File: config.mk
export PLATFORM = sky130hd
export DESIGN_NAME = brick_field_renderer
export DESIGN_NICKNAME = d
export VERILOG_FILES = /design/src/rtl/brick_pkg.sv /design/src/rtl/brick_pixel_scan.sv /design/src/rtl/brick_field_renderer.sv
export SDC_FILE = /design/constraint.sdc
export NUM_CORES = 1
export LEC_CHECK = 0
export BUFFER_PORTS_ARGS = -buffer_cell sky130_fd_sc_hd__buf_4
export CAP_MARGIN = 5
export CORE_AREA = 8 8 128 106
export DETAILED_ROUTE_END_ITERATION = 16
export DIE_AREA = 0 0 136 114
export PLACE_DENSITY = 0.73
export SLEW_MARGIN = 0
export SYNTH_ARGS = -nofsm -noshare
export SYNTH_HDL_FRONTEND = slang
export SYNTH_SLANG_ARGS = --single-unit
File: constraint.sdc
create_clock -name clk -period 4.9 [get_ports clk]
set_input_delay 0.245 -clock clk [delete_from_list [all_inputs] [get_ports clk]]
set_output_delay 0.245 -clock clk [all_outputs]
set_load 0.05 [all_outputs]
File: src/rtl/brick_pkg.sv
// Shared op codes, controller states and the per-row colour rule for the brick-field renderer.
package brick_pkg;

  typedef enum logic [1:0] {
    OP_INIT_ALL = 2'd0,
    OP_REDRAW   = 2'd1,
    OP_KILL     = 2'd2,
    OP_REVIVE   = 2'd3
  } op_e;

  typedef enum logic [1:0] {
    IDLE,
    DRAW_ALL,
    DRAW_ONE
  } state_e;

  // Cycles through 1..2^colour_w-1 so a live brick is never drawn in colour 0.
  function automatic int unsigned row_colour(input int unsigned row, input int unsigned colour_w);
    int unsigned levels;
    levels = (32'd1 << colour_w) - 32'd1;
    return (row % levels) + 32'd1;
  endfunction

endpackage

File: src/rtl/brick_pixel_scan.sv
// Nested brick/px/py walker. The current position is combinational so the first pixel
// is available in the same cycle the scan is started.
module brick_pixel_scan #(
  parameter int COLS    = 10,
  parameter int ROWS    = 4,
  parameter int BRICK_W = 16,
  parameter int BRICK_H = 4,
  parameter int IDX_W   = $clog2(COLS * ROWS),
  localparam int CW     = (COLS > 1) ? $clog2(COLS) : 1,
  localparam int RW     = (ROWS > 1) ? $clog2(ROWS) : 1,
  localparam int PXW    = (BRICK_W > 1) ? $clog2(BRICK_W) : 1,
  localparam int PYW    = (BRICK_H > 1) ? $clog2(BRICK_H) : 1
) (
  input  logic             clk,
  input  logic             reset,
  input  logic             start,
  input  logic             single,
  input  logic [IDX_W-1:0] base_idx,
  input  logic             step,
  output logic [CW-1:0]    col,
  output logic [RW-1:0]    row,
  output logic [PXW-1:0]   px,
  output logic [PYW-1:0]   py,
  output logic             last
);

  logic [CW-1:0]  col_q, col_d;
  logic [RW-1:0]  row_q, row_d;
  logic [PXW-1:0] px_q, px_d;
  logic [PYW-1:0] py_q, py_d;
  logic           single_q, single_d, single_cur;

  always_comb begin
    if (start) begin
      col        = single ? CW'(int'(base_idx) % COLS) : '0;
      row        = single ? RW'(int'(base_idx) / COLS) : '0;
      px         = '0;
      py         = '0;
      single_cur = single;
    end else begin
      col        = col_q;
      row        = row_q;
      px         = px_q;
      py         = py_q;
      single_cur = single_q;
    end
    last = (px == PXW'(BRICK_W - 1)) && (py == PYW'(BRICK_H - 1)) &&
           (single_cur || ((col == CW'(COLS - 1)) && (row == RW'(ROWS - 1))));

    // NOTE: every always_comb output gets a default first, otherwise a latch is inferred.
    col_d    = col_q;
    row_d    = row_q;
    px_d     = px_q;
    py_d     = py_q;
    single_d = single_q;
    if (step) begin
      single_d = single_cur;
      col_d    = col;
      row_d    = row;
      px_d     = px + 1'b1;
      py_d     = py;
      if (px == PXW'(BRICK_W - 1)) begin
        px_d = '0;
        py_d = py + 1'b1;
        if (py == PYW'(BRICK_H - 1)) begin
          py_d  = '0;
          col_d = col + 1'b1;
          if (col == CW'(COLS - 1)) begin
            col_d = '0;
            row_d = row + 1'b1;
          end
        end
      end
    end
  end

  // NOTE: sequential state uses non-blocking assignment only, so every flop samples pre-edge values.
  always_ff @(posedge clk) begin
    if (reset) begin
      col_q    <= '0;
      row_q    <= '0;
      px_q     <= '0;
      py_q     <= '0;
      single_q <= 1'b0;
    end else begin
      col_q    <= col_d;
      row_q    <= row_d;
      px_q     <= px_d;
      py_q     <= py_d;
      single_q <= single_d;
    end
  end

endmodule

File: src/rtl/brick_field_renderer.sv
// Brick-field bitmap with a one-pixel-per-cycle VGA streamer and a combinational point-hit query.
module brick_field_renderer
  import brick_pkg::*;
#(
  parameter int                  COLS         = 10,
  parameter int                  ROWS         = 4,
  parameter int                  BRICK_W      = 16,
  parameter int                  BRICK_H      = 4,
  parameter int                  ROW_PITCH    = 8,
  parameter int                  X_ORIGIN     = 0,
  parameter int                  Y_ORIGIN     = 0,
  parameter int                  X_W          = 8,
  parameter int                  Y_W          = 7,
  parameter int                  COLOUR_W     = 3,
  parameter logic [COLOUR_W-1:0] BRICK_COLOUR = 3'b100,
  parameter int                  COLOUR_MODE  = 0,
  parameter logic [COLOUR_W-1:0] BG_COLOUR    = '0,
  parameter int                  IDX_W        = $clog2(COLS * ROWS)
) (
  input  logic                clk,
  input  logic                reset,
  input  logic                cmd_valid,
  output logic                cmd_ready,
  input  logic [1:0]          cmd_op,
  input  logic [IDX_W-1:0]    cmd_idx,
  output logic [X_W-1:0]      x,
  output logic [Y_W-1:0]      y,
  output logic [COLOUR_W-1:0] colour,
  output logic                plot,
  output logic                done,
  input  logic [X_W-1:0]      query_x,
  input  logic [Y_W-1:0]      query_y,
  output logic                query_hit,
  output logic [IDX_W-1:0]    query_idx,
  output logic [IDX_W:0]      alive_count,
  output logic                cleared
);

  localparam int N   = COLS * ROWS;
  localparam int CW  = (COLS > 1) ? $clog2(COLS) : 1;
  localparam int RW  = (ROWS > 1) ? $clog2(ROWS) : 1;
  localparam int PXW = (BRICK_W > 1) ? $clog2(BRICK_W) : 1;
  localparam int PYW = (BRICK_H > 1) ? $clog2(BRICK_H) : 1;

  state_e              state_q, state_d;
  op_e                 op_q, op_d, eff_op;
  logic [N-1:0]        alive_q, alive_d;
  logic [IDX_W:0]      count_q, count_d;
  logic [X_W-1:0]      x_q, x_d;
  logic [Y_W-1:0]      y_q, y_d;
  logic [COLOUR_W-1:0] colour_q, colour_d, brick_col;
  logic                plot_q, plot_d, done_q, done_d;

  logic                accept, idx_ok, draw_active, pix_alive;
  logic                scan_start, scan_single, scan_last;
  logic [CW-1:0]       scan_col;
  logic [RW-1:0]       scan_row;
  logic [PXW-1:0]      scan_px;
  logic [PYW-1:0]      scan_py;
  int                  pix_idx;
  int                  q_dx, q_dy, q_col, q_row, q_idx;
  logic                q_in;

  brick_pixel_scan #(
    .COLS(COLS), .ROWS(ROWS), .BRICK_W(BRICK_W), .BRICK_H(BRICK_H), .IDX_W(IDX_W)
  ) u_scan (
    .clk     (clk),
    .reset   (reset),
    .start   (scan_start),
    .single  (scan_single),
    .base_idx(cmd_idx),
    .step    (draw_active),
    .col     (scan_col),
    .row     (scan_row),
    .px      (scan_px),
    .py      (scan_py),
    .last    (scan_last)
  );

  always_comb begin
    accept      = cmd_valid && (state_q == IDLE);
    idx_ok      = int'(cmd_idx) < N;
    state_d     = state_q;
    op_d        = op_q;
    alive_d     = alive_q;
    count_d     = count_q;
    scan_start  = 1'b0;
    scan_single = 1'b0;
    done_d      = 1'b0;
    if (accept) begin
      op_d = op_e'(cmd_op);
      case (op_e'(cmd_op))
        OP_INIT_ALL: begin
          alive_d    = '1;
          count_d    = (IDX_W + 1)'(N);
          state_d    = DRAW_ALL;
          scan_start = 1'b1;
        end
        OP_REDRAW: begin
          state_d    = DRAW_ALL;
          scan_start = 1'b1;
        end
        default: begin
          if (idx_ok) begin
            alive_d[cmd_idx] = (cmd_op == OP_REVIVE);
            if ((cmd_op == OP_REVIVE) && !alive_q[cmd_idx]) count_d = count_q + 1'b1;
            if ((cmd_op == OP_KILL) && alive_q[cmd_idx])    count_d = count_q - 1'b1;
            state_d     = DRAW_ONE;
            scan_start  = 1'b1;
            scan_single = 1'b1;
          end else begin
            done_d = 1'b1;
          end
        end
      endcase
    end
    draw_active = scan_start || (state_q != IDLE);
    if (draw_active && scan_last) begin
      state_d = IDLE;
      done_d  = 1'b1;
    end
  end

  // In the accept cycle the op has not been registered yet, so take it from the port.
  always_comb begin
    eff_op  = (state_q == IDLE) ? op_e'(cmd_op) : op_q;
    pix_idx = int'(scan_row) * COLS + int'(scan_col);
    case (eff_op)
      OP_REDRAW: pix_alive = alive_q[IDX_W'(pix_idx)];
      OP_KILL:   pix_alive = 1'b0;
      default:   pix_alive = 1'b1;
    endcase
    brick_col = (COLOUR_MODE != 0) ? COLOUR_W'(row_colour(int'(scan_row), COLOUR_W))
                                   : BRICK_COLOUR;
    x_d      = x_q;
    y_d      = y_q;
    colour_d = colour_q;
    plot_d   = draw_active;
    if (draw_active) begin
      x_d      = X_W'(X_ORIGIN + int'(scan_col) * BRICK_W + int'(scan_px));
      y_d      = Y_W'(Y_ORIGIN + int'(scan_row) * ROW_PITCH + int'(scan_py));
      colour_d = pix_alive ? brick_col : BG_COLOUR;
    end
  end

  always_comb begin
    q_dx      = int'(query_x) - X_ORIGIN;
    q_dy      = int'(query_y) - Y_ORIGIN;
    q_col     = q_dx / BRICK_W;
    q_row     = q_dy / ROW_PITCH;
    q_idx     = q_row * COLS + q_col;
    q_in      = (q_dx >= 0) && (q_dy >= 0) && (q_col < COLS) && (q_row < ROWS) &&
                ((q_dy % ROW_PITCH) < BRICK_H);
    query_hit = 1'b0;
    query_idx = '0;
    if (q_in && alive_q[IDX_W'(q_idx)]) begin
      query_hit = 1'b1;
      query_idx = IDX_W'(q_idx);
    end
  end

  // NOTE: the bitmap is built from flops rather than a RAM, so it is cleared by reset like any other state.
  always_ff @(posedge clk) begin
    if (reset) begin
      state_q  <= IDLE;
      op_q     <= OP_INIT_ALL;
      alive_q  <= '0;
      count_q  <= '0;
      x_q      <= '0;
      y_q      <= '0;
      colour_q <= '0;
      plot_q   <= 1'b0;
      done_q   <= 1'b0;
    end else begin
      state_q  <= state_d;
      op_q     <= op_d;
      alive_q  <= alive_d;
      count_q  <= count_d;
      x_q      <= x_d;
      y_q      <= y_d;
      colour_q <= colour_d;
      plot_q   <= plot_d;
      done_q   <= done_d;
    end
  end

  assign cmd_ready   = (state_q == IDLE);
  assign x           = x_q;
  assign y           = y_q;
  assign colour      = colour_q;
  assign plot        = plot_q;
  assign done        = done_q;
  assign alive_count = count_q;
  assign cleared     = (count_q == '0);

endmodule

* After elaboration in Yosys (flattened, before gate mapping)
Index checks and enable logic that the tools add are counted.
** Storage, ports and cells
- Register bits after elaboration :: 84
- Bits in latches :: 0
- Memory bits (writable) :: 0
- Memory bits (read-only) :: 0
- Input port bits :: 26
- Output and inout port bits :: 36
- Word-level logic and storage cells :: 125
- Memories :: 0
** Cells by class
- $add $sub $neg :: 10
- Multiply operators :: 2
- Div/mod/pow operators :: 2
- $lt $le $gt $ge :: 10
- Equal/unequal tests :: 9
- Shift-type cells :: 0
- Muxes and demuxes :: 49
- Bitwise gates (word level) :: 1
- Reduce and logical (&&, ||, !) cells :: 28
** Operators with widths (count)
- $pmux 40 s2 :: 1
- $bwmux 40 :: 1
- $mux 40 :: 1
- $div 7x5->32 const B :: 1
- $mod 7x5->32 const B :: 1
- $mux 4 :: 7
- $mux 2 :: 11
- $mux 7 :: 3
- $bmux 1 s6 :: 3
- $mux 1 :: 17
- $lt 6x8->1 const B :: 2
- $pmux 7 s2 :: 1
- $logic_and 1x1->1 :: 13
- $add 6x4->6 :: 2
- $eq 2x2->1 const B :: 5
- $add 4x1->4 const B :: 2
- $add 8x4->8 :: 1
- $eq 4x4->1 const B :: 2
- $ge 8x1->1 const B :: 1
- $add 7x1->7 const B :: 1
- $ge 7x1->1 const B :: 1
- $logic_not 7->1 :: 1
- $lt 6x7->1 const B :: 1
- $sub 7x1->7 const B :: 1
- 24 further kinds :: 31

* Longest topological paths before layout
Gate-level depths: netlist (run 1).
- Depth in word-level cells :: 13
- Mapped depth :: 20
- Gate-level depth less buffers :: 18

* By module
From an unflattened synthesis (run 1), not the netlist that was laid out.
** Unflattened totals
- Cells, all modules :: 676
- Area, all modules :: 5698.0 sq um
** By module, submodules not included
- brick_field_renderer :: times used 1, cells each 501, area an instance 4399.2 sq um, sequential area each 1321.3 sq um
- brick_pixel_scan :: times used 1, cells each 175, area an instance 1298.7 sq um, sequential area each 260.2 sq um

* Least setup slack after synthesis (run 1)
Ideal clock, no wire load.
- Kind :: input to register
- Start :: input port cmd_idx[3]
- End :: register colour_q[2], in the netlist colour[2]
- Library setup time :: 128 ps
- Arrival time :: 4009 ps
- Required time :: 4772 ps
- Slack :: 763 ps
- Cell stages on the path :: 17
- Path buffers :: 1
- Cell sequence :: buf_6 > or2_1 > ha_1 > nor2b_1 > o22ai_1 > o31ai_1 > nand3_1 > a32oi_2 > inv_1 > fa_1 > xnor2_1 > nand2b_1 > a211oi_1 > nor4_1 > mux2_2 > a211o_1 > o2bb2ai_1
** On the way
- Elaborated cells between the ends (all ways) :: 20
- Those cells by class :: 1 x add/sub; 1 x mul; 2 x div; 1 x order compare; 14 x mux; 1 x reduce/logical
** RTL lines
- from (decl) :: RTL line brick_field_renderer.sv:25 : input logic [IDX_W-1:0] cmd_idx,
- parallel branches: the longest is 5 deep, another holds $mod 7x5->32
- $mux 4 (*) :: RTL line brick_pixel_scan.sv:34 : if (start) begin
- named net scan_col[2] :: RTL line brick_field_renderer.sv:56 : logic [CW-1:0] scan_col;
- $add 6x4->6 (*) :: RTL line brick_field_renderer.sv:127 : pix_idx = int'(scan_row) * COLS + int'(scan_col);
- $bmux 1 s6 (*) :: RTL line brick_field_renderer.sv:129 : OP_REDRAW: pix_alive = alive_q[IDX_W'(pix_idx)];
- $mux 1 (implied by the code) (*) (2 in a row) :: RTL line brick_field_renderer.sv:129
- $pmux 1 s2 (*) :: RTL line brick_field_renderer.sv:128 : case (eff_op)
- $mux 3 (*) :: RTL line brick_field_renderer.sv:142 : colour_d = pix_alive ? brick_col : BG_COLOUR;
- to (signal assigned) :: RTL line brick_field_renderer.sv:181 : colour_q <= colour_d;
- to (decl) :: RTL line brick_field_renderer.sv:51 : logic [COLOUR_W-1:0] colour_q, colour_d, brick_col;
Mark *: on every way through the listed nets, which the timed path passes. The select of a mux whose other input is x is not followed.
A chain may end at the register's enable or synchronous reset.

* Worst setup path in the final report (run 1)
- Start :: input port cmd_idx[3]
- End :: register colour_q[2], in the netlist colour[2]
** On the way
- Word-level cells in the longest chain between the ends :: 13
- Elaborated cells between the ends (all ways) :: 20
- Those cells by class :: 1 x add/sub; 1 x mul; 2 x div; 1 x order compare; 14 x mux; 1 x reduce/logical
** Ends and longest elaborated chain
- parallel branches: the longest is 5 deep, another holds $div 7x5->32
- $mux 2 (*) :: RTL line brick_pixel_scan.sv:34
- named net scan_row[0] :: RTL line brick_field_renderer.sv:57 : logic [RW-1:0] scan_row;
- $mul 2x3->5 (*) :: RTL line brick_field_renderer.sv:127
- $add 6x4->6 (*) :: RTL line brick_field_renderer.sv:127
- $bmux 1 s6 (*) :: RTL line brick_field_renderer.sv:129
- $mux 1 (implied by the code) (*) (2 in a row) :: RTL line brick_field_renderer.sv:129
- $pmux 1 s2 (*) :: RTL line brick_field_renderer.sv:128
- $mux 3 (*) :: RTL line brick_field_renderer.sv:142
Marked as above.

==> impl_metrics.csv, run 1 <==
group,metric,value,unit
synthesis,synth_area,5630,µm²
clocking,post_cts_buffers,0,
synthesis,synthMuxAreaShare,11.2,%
worst_hold_path,hp-class,"in2reg",
worst_setup_path,cp_slowest_stage_delay,470,ps
routing,drc,0,
timing,rsz0062_at_grt,"false",
placement,gp_congestion,0.911,
floorplanning,dieArea,15500,µm²
timing,finalCritPeriodShare,91.7,%
global_routing,antenna_found_initial,0,
global_routing,grtUsageMet3,5.45,%
floorplanning,die_x,136,µm
layout,area_growth,11.7,%
timing,slew_headroom,20.3,%
worst_setup_path,path_class,"in2reg",
synthesis,synth_cells,707,
floorplanning,core_area,11400,µm²
timing,finalWorstSetupSlack,407,ps
timing,setup_violations,0,
synthesis,synth_compound_area_share,24.5,%
clocking,numCtsBuffers,9,
clocking,clk_latency,350,ps
synthesis,synth_top_area_cell,"dfxtp_1",
synthesis,synth_top_family_by_area,"compound AO/OA/AOI/OAI gates",
floorplanning,floorplan.initialDensity,49.4,%
layout,fin_cells,874,
worst_setup_path,worstPathRequired,5100,ps
timing,finalHoldViolCount,0,
global_routing,top_usage_layer,"met2",
worst_setup_path,critPathSlowestCell,"o31ai_1",
synthesis,synth-seq-area-share,28.1,%
clocking,cts_hold_buf,0,
global_routing,use_met2,31.8,%
worst_setup_path,crit_path_max_fanout,22,
synthesis,synthXorXnorAreaFrac,2.02,%
routing,num_vias,5526,
placement,dp_hpwl,11900,µm
clocking,clkSinkCount,79,
synthesis,ys_types,77,
global_routing,grt_pass1_vias,5225,
timing,tns,0,ps
layout,fill_cells,1058,
clocking,cts_max_level,3,
routing,wl_per_cell,19.1,µm
synthesis,ys_async_sr_fraction,0,%
timing,worstMarginPinSlew,1190,ps
timing,whs,190,ps
worst_setup_path,cp-start-kind,"input port",
layout,fin_nets,769,
global_routing,use_met1,30.2,%
global_routing,gr-total-overflow,0,
synthesis,synth-adder-area-share,5.29,%
synthesis,synth_simple_gate_area_share,23.3,%
floorplanning,die-height,114,µm
power,total_power,1.90,mW
routing,routed_wl,16700,µm
timing,slew_violations,0,
global_routing,grt_pass1_wl,27000,µm
floorplanning,ios,62,
worst_setup_path,cp_cell_sequence,"buf_4 -> or2_1 -> ha_1 -> nor2b_1 -> o22ai_1 -> o31ai_1 -> nand2_1 -> a22oi_1 -> inv_1 -> ha_1 -> fa_1 -> xor2_1 -> nand2_1 -> a211oi_1 -> nor4_1 -> mux2_2 -> a211o_1 -> o2bb2ai_1",
global_routing,grt_use_total,21.6,%
clocking,cts_tree,"done",
global_routing,grt_max_degree,81,
power,power-per-cell-area,303,nW/µm²
synthesis,yosysMostFrequentCell,"nor2_1",
routing,viasPerCell,6.32,
power,leakage,2.37,nW
synthesis,synthFlopType,"dfxtp_1",
clocking,clkTransAtPathRegs,60,ps
power,peakVddDrop,0.173,mV
run_status,outcome,"completed",
placement,place_area,5980,µm²
placement,dp_cells,858,
clocking,cts_repair_resize_count,0,
layout,fin_util,55.2,%
synthesis,synth_edf_count,0,
synthesis,synth_top_cell_area_share,28.1,%
synthesis,synthTopCellsByCount,"nor2_1 (83), a21oi_1 (79), dfxtp_1 (79), nor3_1 (51), o21ai_0 (51)",
synthesis,avgSynthCellArea,7.96,µm²
timing,fin_worst_skew,9.67,ps
timing,fin_crit,4490,ps
layout,drive_gt1_share,16.1,%
floorplanning,row_count,35,
routing,first_pass_iters,6,
synthesis,yosys_warnings,0,
worst_setup_path,crit_arrival,4690,ps
synthesis,ys_ff_latch,79,
worst_setup_path,cp-end-kind,"flop",
layout,fin_area,6290,µm²
placement,dp_slack,177,ps
timing,clock.fmax,0.223,GHz
layout,diodes,0,
clocking,cts-root-buf,"clkbuf_16",
routing,drtIter0Drc,666,
placement,portBuffers,50,
synthesis,ys_top_cells_by_area,"dfxtp_1 (28%), mux4_2 (8.0%), a21oi_1 (7.0%), nor2_1 (5.5%), nor3_1 (4.5%)",
clocking,clockBufferDepth,2,
routing,ant_nets,0,
job,max_cap_violations,0,
flip-flops by register name, indices dropped and copies added, names as in the netlist, 4 cells and up:
register / cells
y: 4
x: 8
alive_count: 7
u_scan.col_q: 4
alive_q: 40
u_scan.px_q: 4
worst paths after layout:
kind | start | endpoint | slack [ps] | depth (start not counted)
max | cmd_idx[3] | colour[2] | 410 | 18
min | cmd_op[0] | op_q[0] | 190 | 3
max reg2reg | state_q[0] | colour[2] | 790 | 12
min reg2reg | u_scan.row_q[0] | u_scan.row_q[0] | 460 | 2
area by class of cell:
| cell class | instances | area [µm²] | share of cell area (%) |
|---|---|---|---|
| Tap cell | 148 | 185 | 2.95 |
| Multi-Input combinational cell | 562 | 3750 | 59.7 |
| Inverter | 14 | 52.6 | 0.836 |
| Clock inverter | 7 | 77.6 | 1.23 |
| Timing Repair Buffer | 55 | 413 | 6.57 |
| Sequential cell | 79 | 1580 | 25.2 |
| Clock buffer | 9 | 225 | 3.58 |
where the power goes:
part	internal [mW]	total (mW)	leakage, nW	switching [mW]
clock network	0.402	0.691	0.153	0.289
logic	0.181	0.501	1.57	0.319
registers	0.678	0.713	0.643	0.0349
total	1.26	1.90	2.37	0.644
critical path: cells and delay by family:
family                   cells  cell delay, ps
adder cells (fa/ha/maj)      3             990
buffers and inverters        2             330
AND/OR/NAND/NOR              5             870
XOR/XNOR                     1             330
multiplexers                 1             270
AO/OA/AOI/OAI                6            1640
logic make-up after synthesis:
family                     Yosys count
xor gates and xnor gates            13
DFF                                 79
muxes                               37
buffers and inverters               70
adders and majority gates           22
and+or+nand+nor                    268
AOI/OAI and AO/OA                  217
other                                1
layer usage:
layer,vias up,part of all wire [%]
met5,-,0
met4,0,1.6
met3,27,10
met2,252,44
met1,2636,44
li1,2611,-
cell usage in the layout, fill, tap and decap left out, types with 4 or more instances in the layout:
master     count
clkbuf_16      9
a221oi_1       5
nor4_1         4
a311oi_1       4
and2_1        12
conb_1         5
and3_1         6
or3_1          7
mux2_2         7
nor2b_1       10
a22oi_1        6
o21ai_0       51
nor3_1        51
a21o_1         6
a211oi_1      15
nand3_1       15
nor2_1        83
ha_1          19
dfxtp_1       79
nand2_1       49
xnor2_1        8
mux2i_1       10
buf_4         55
xor2_1         5
mux4_2        20
o31a_1         4
inv_1         12
a21oi_1       78
nand2b_1      11
a21boi_0       8
(Power assumes the default switching activity.)
==> inputs of run 2 (changes only) <==
BUFFER_PORTS_ARGS = not set   (was -buffer_cell sky130_fd_sc_hd__buf_4)
DONT_BUFFER_PORTS = 1   (was not set)
PLACE_DENSITY = 0.68   (was 0.73)
==> run 2 against run 1 <==
- total power is 2.5% lower
- via count is 0.62% lower
- die area stayed put
- non-clock buffer count is 51 lower
- worst setup slack better by 110 ps
==> impl_metrics.csv, run 2 (synthesis results as in run 1) <==
group,metric,value,unit
worst_setup_path,cp_cell_sequence,"or2_1 -> ha_1 -> nor2b_1 -> o22ai_1 -> o31ai_1 -> nand2_1 -> a22oi_1 -> inv_1 -> ha_1 -> fa_1 -> xnor2_1 -> nand2b_1 -> a211oi_1 -> nor4_1 -> mux2_2 -> a211o_1 -> o2bb2ai_1",
placement,place_area,5600,µm²
global_routing,gr-total-overflow,0,
routing,routed_wl,16700,µm
timing,finalHoldViolCount,0,
floorplanning,ios,62,
routing,drt-met1-wl,7180,µm
global_routing,grt_pass1_wl,27300,µm
clocking,clk_latency,350,ps
worst_setup_path,crit_arrival,4620,ps
timing,tns,0,ps
worst_setup_path,crit_path_max_fanout,22,
global_routing,grt_max_degree,79,
worst_setup_path,path_delay_family,"compound AO/OA/AOI/OAI gates",
layout,regMostFlops,"alive_q",
global_routing,grt_pass1_vias,5134,
worst_setup_path,path_class,"in2reg",
layout,seq_area,1580,µm²
worst_setup_path,cp-end-kind,"flop",
worst_setup_path,cp_slowest_stage_delay,500,ps
timing,fin_worst_skew,7.72,ps
timing,worstMarginPinSlew,1250,ps
layout,final_common_cell,"nor2_1",
routing,ant_nets,0,
floorplanning,die-height,114,µm
routing,dr_wl_met2,7430,µm
placement,dp_hpwl,11600,µm
floorplanning,dieArea,15500,µm²
routing,drc,0,
routing,highest_layer,"met4",
clocking,numCtsBuffers,9,
layout,drive_gt1_share,10.1,%
timing,setup_violations,0,
routing,viasPerCell,6.67,
worst_setup_path,worstPathRequired,5130,ps
placement,gp_congestion,0.947,
worst_setup_path,r2r_slack,750,ps
worst_setup_path,cp-start-kind,"input port",
timing,clock.fmax,0.228,GHz
clocking,clkTransAtPathRegs,60,ps
layout,largest_reg_flops,40,
floorplanning,die_x,136,µm
clocking,clockBufferDepth,2,
clocking,clkSinkCount,79,
worst_hold_path,hp-class,"in2reg",
clocking,cts_max_level,3,
run_status,outcome,"completed",
routing,drtIter0Drc,706,
timing,finalCritPeriodShare,89.5,%
timing,finalWorstSetupSlack,515,ps
routing,wl_met3,1770,µm
timing,fin_crit,4390,ps
global_routing,antenna_found_initial,0,
placement,dp_slack,282,ps
routing,num_vias,5492,
global_routing,grt_use_total,21.9,%
worst_setup_path,cpMostUsedCell,"ha_1",
layout,fill_cells,1055,
timing,slew_violations,0,
clocking,cts-root-buf,"clkbuf_16",
layout,multi_input_area,3760,µm²
job,max_cap_violations,0,
layout,diodes,0,
power,leakage,2.11,nW
floorplanning,row_count,35,
routing,first_pass_iters,7,
floorplanning,floorplan.initialDensity,49.4,%
layout,mostFrequentLayoutCells,"nor2_1 (83), dfxtp_1 (79), a21oi_1 (78)",
worst_setup_path,critPathSlowestCell,"o31ai_1",
power,power-per-cell-area,313,nW/µm²
layout,area_growth,5.51,%
layout,fin_nets,718,
power,peakVddDrop,0.203,mV
floorplanning,core_area,11400,µm²
timing,slew_headroom,16.2,%
layout,fin_area,5940,µm²
clocking,cts_tree,"done",
routing,wl_per_cell,20.3,µm
placement,portBuffers,0,
timing,whs,6.89,ps
timing,rsz0062_at_grt,"false",
worst_setup_path,cp_num_buf_inv,1,
run 2: final timing paths:
check | start | end | cells past startpoint
max | cmd_idx[3] | colour[2] | 17
min | reset | colour[2] | 1
max reg2reg | state_q[0] | colour[2] | 12
min reg2reg | u_scan.py_q[1] | y[1] | 2
run 2: per-layer routing:
layer	global-route usage (%)	up-vias
met5	0	-
met4	7.89	0
met3	5.10	42
met2	33.1	292
met1	29.6	2644
li1	-	2514
run 2: repair_timing:
action / CTS / global route
hold buffers: 1 / 0
resized for setup: 0 / 0
endpoints found under the hold margin: 78 / 0
buffers inserted: 0 / 0
run 2: per-stage QoR:
| step | instances | utilization (%) | power (mW) |
|---|---|---|---|
| after detailed placement | 806 | 49.2 | 1.16 |
| after floorplan | 711 | - | 1.09 |
| final | 823 | 52.2 | 1.86 |
| after global placement | 806 | 49.2 | 1.14 |
| after global routing | 823 | 52.2 | 1.94 |
| after CTS | 823 | 52.2 | 1.86 |
run 2: power by group:
| part | internal (mW) | leakage, nW | switching, mW |
|---|---|---|---|
| clock | 0.410 | 0.145 | 0.283 |
| combinational | 0.155 | 1.32 | 0.254 |
| sequential | 0.678 | 0.643 | 0.0768 |
| total | 1.24 | 2.11 | 0.614 |
run 2: cell type report:
type | count | share of cell area (%)
clock buffer | 10 | 4.02
clock inverter | 6 | 1.14
timing repair buffer | 4 | 0.843
sequential | 79 | 26.6
tap | 148 | 3.12
inverter | 14 | 0.885
multi-input combinational | 562 | 63.4
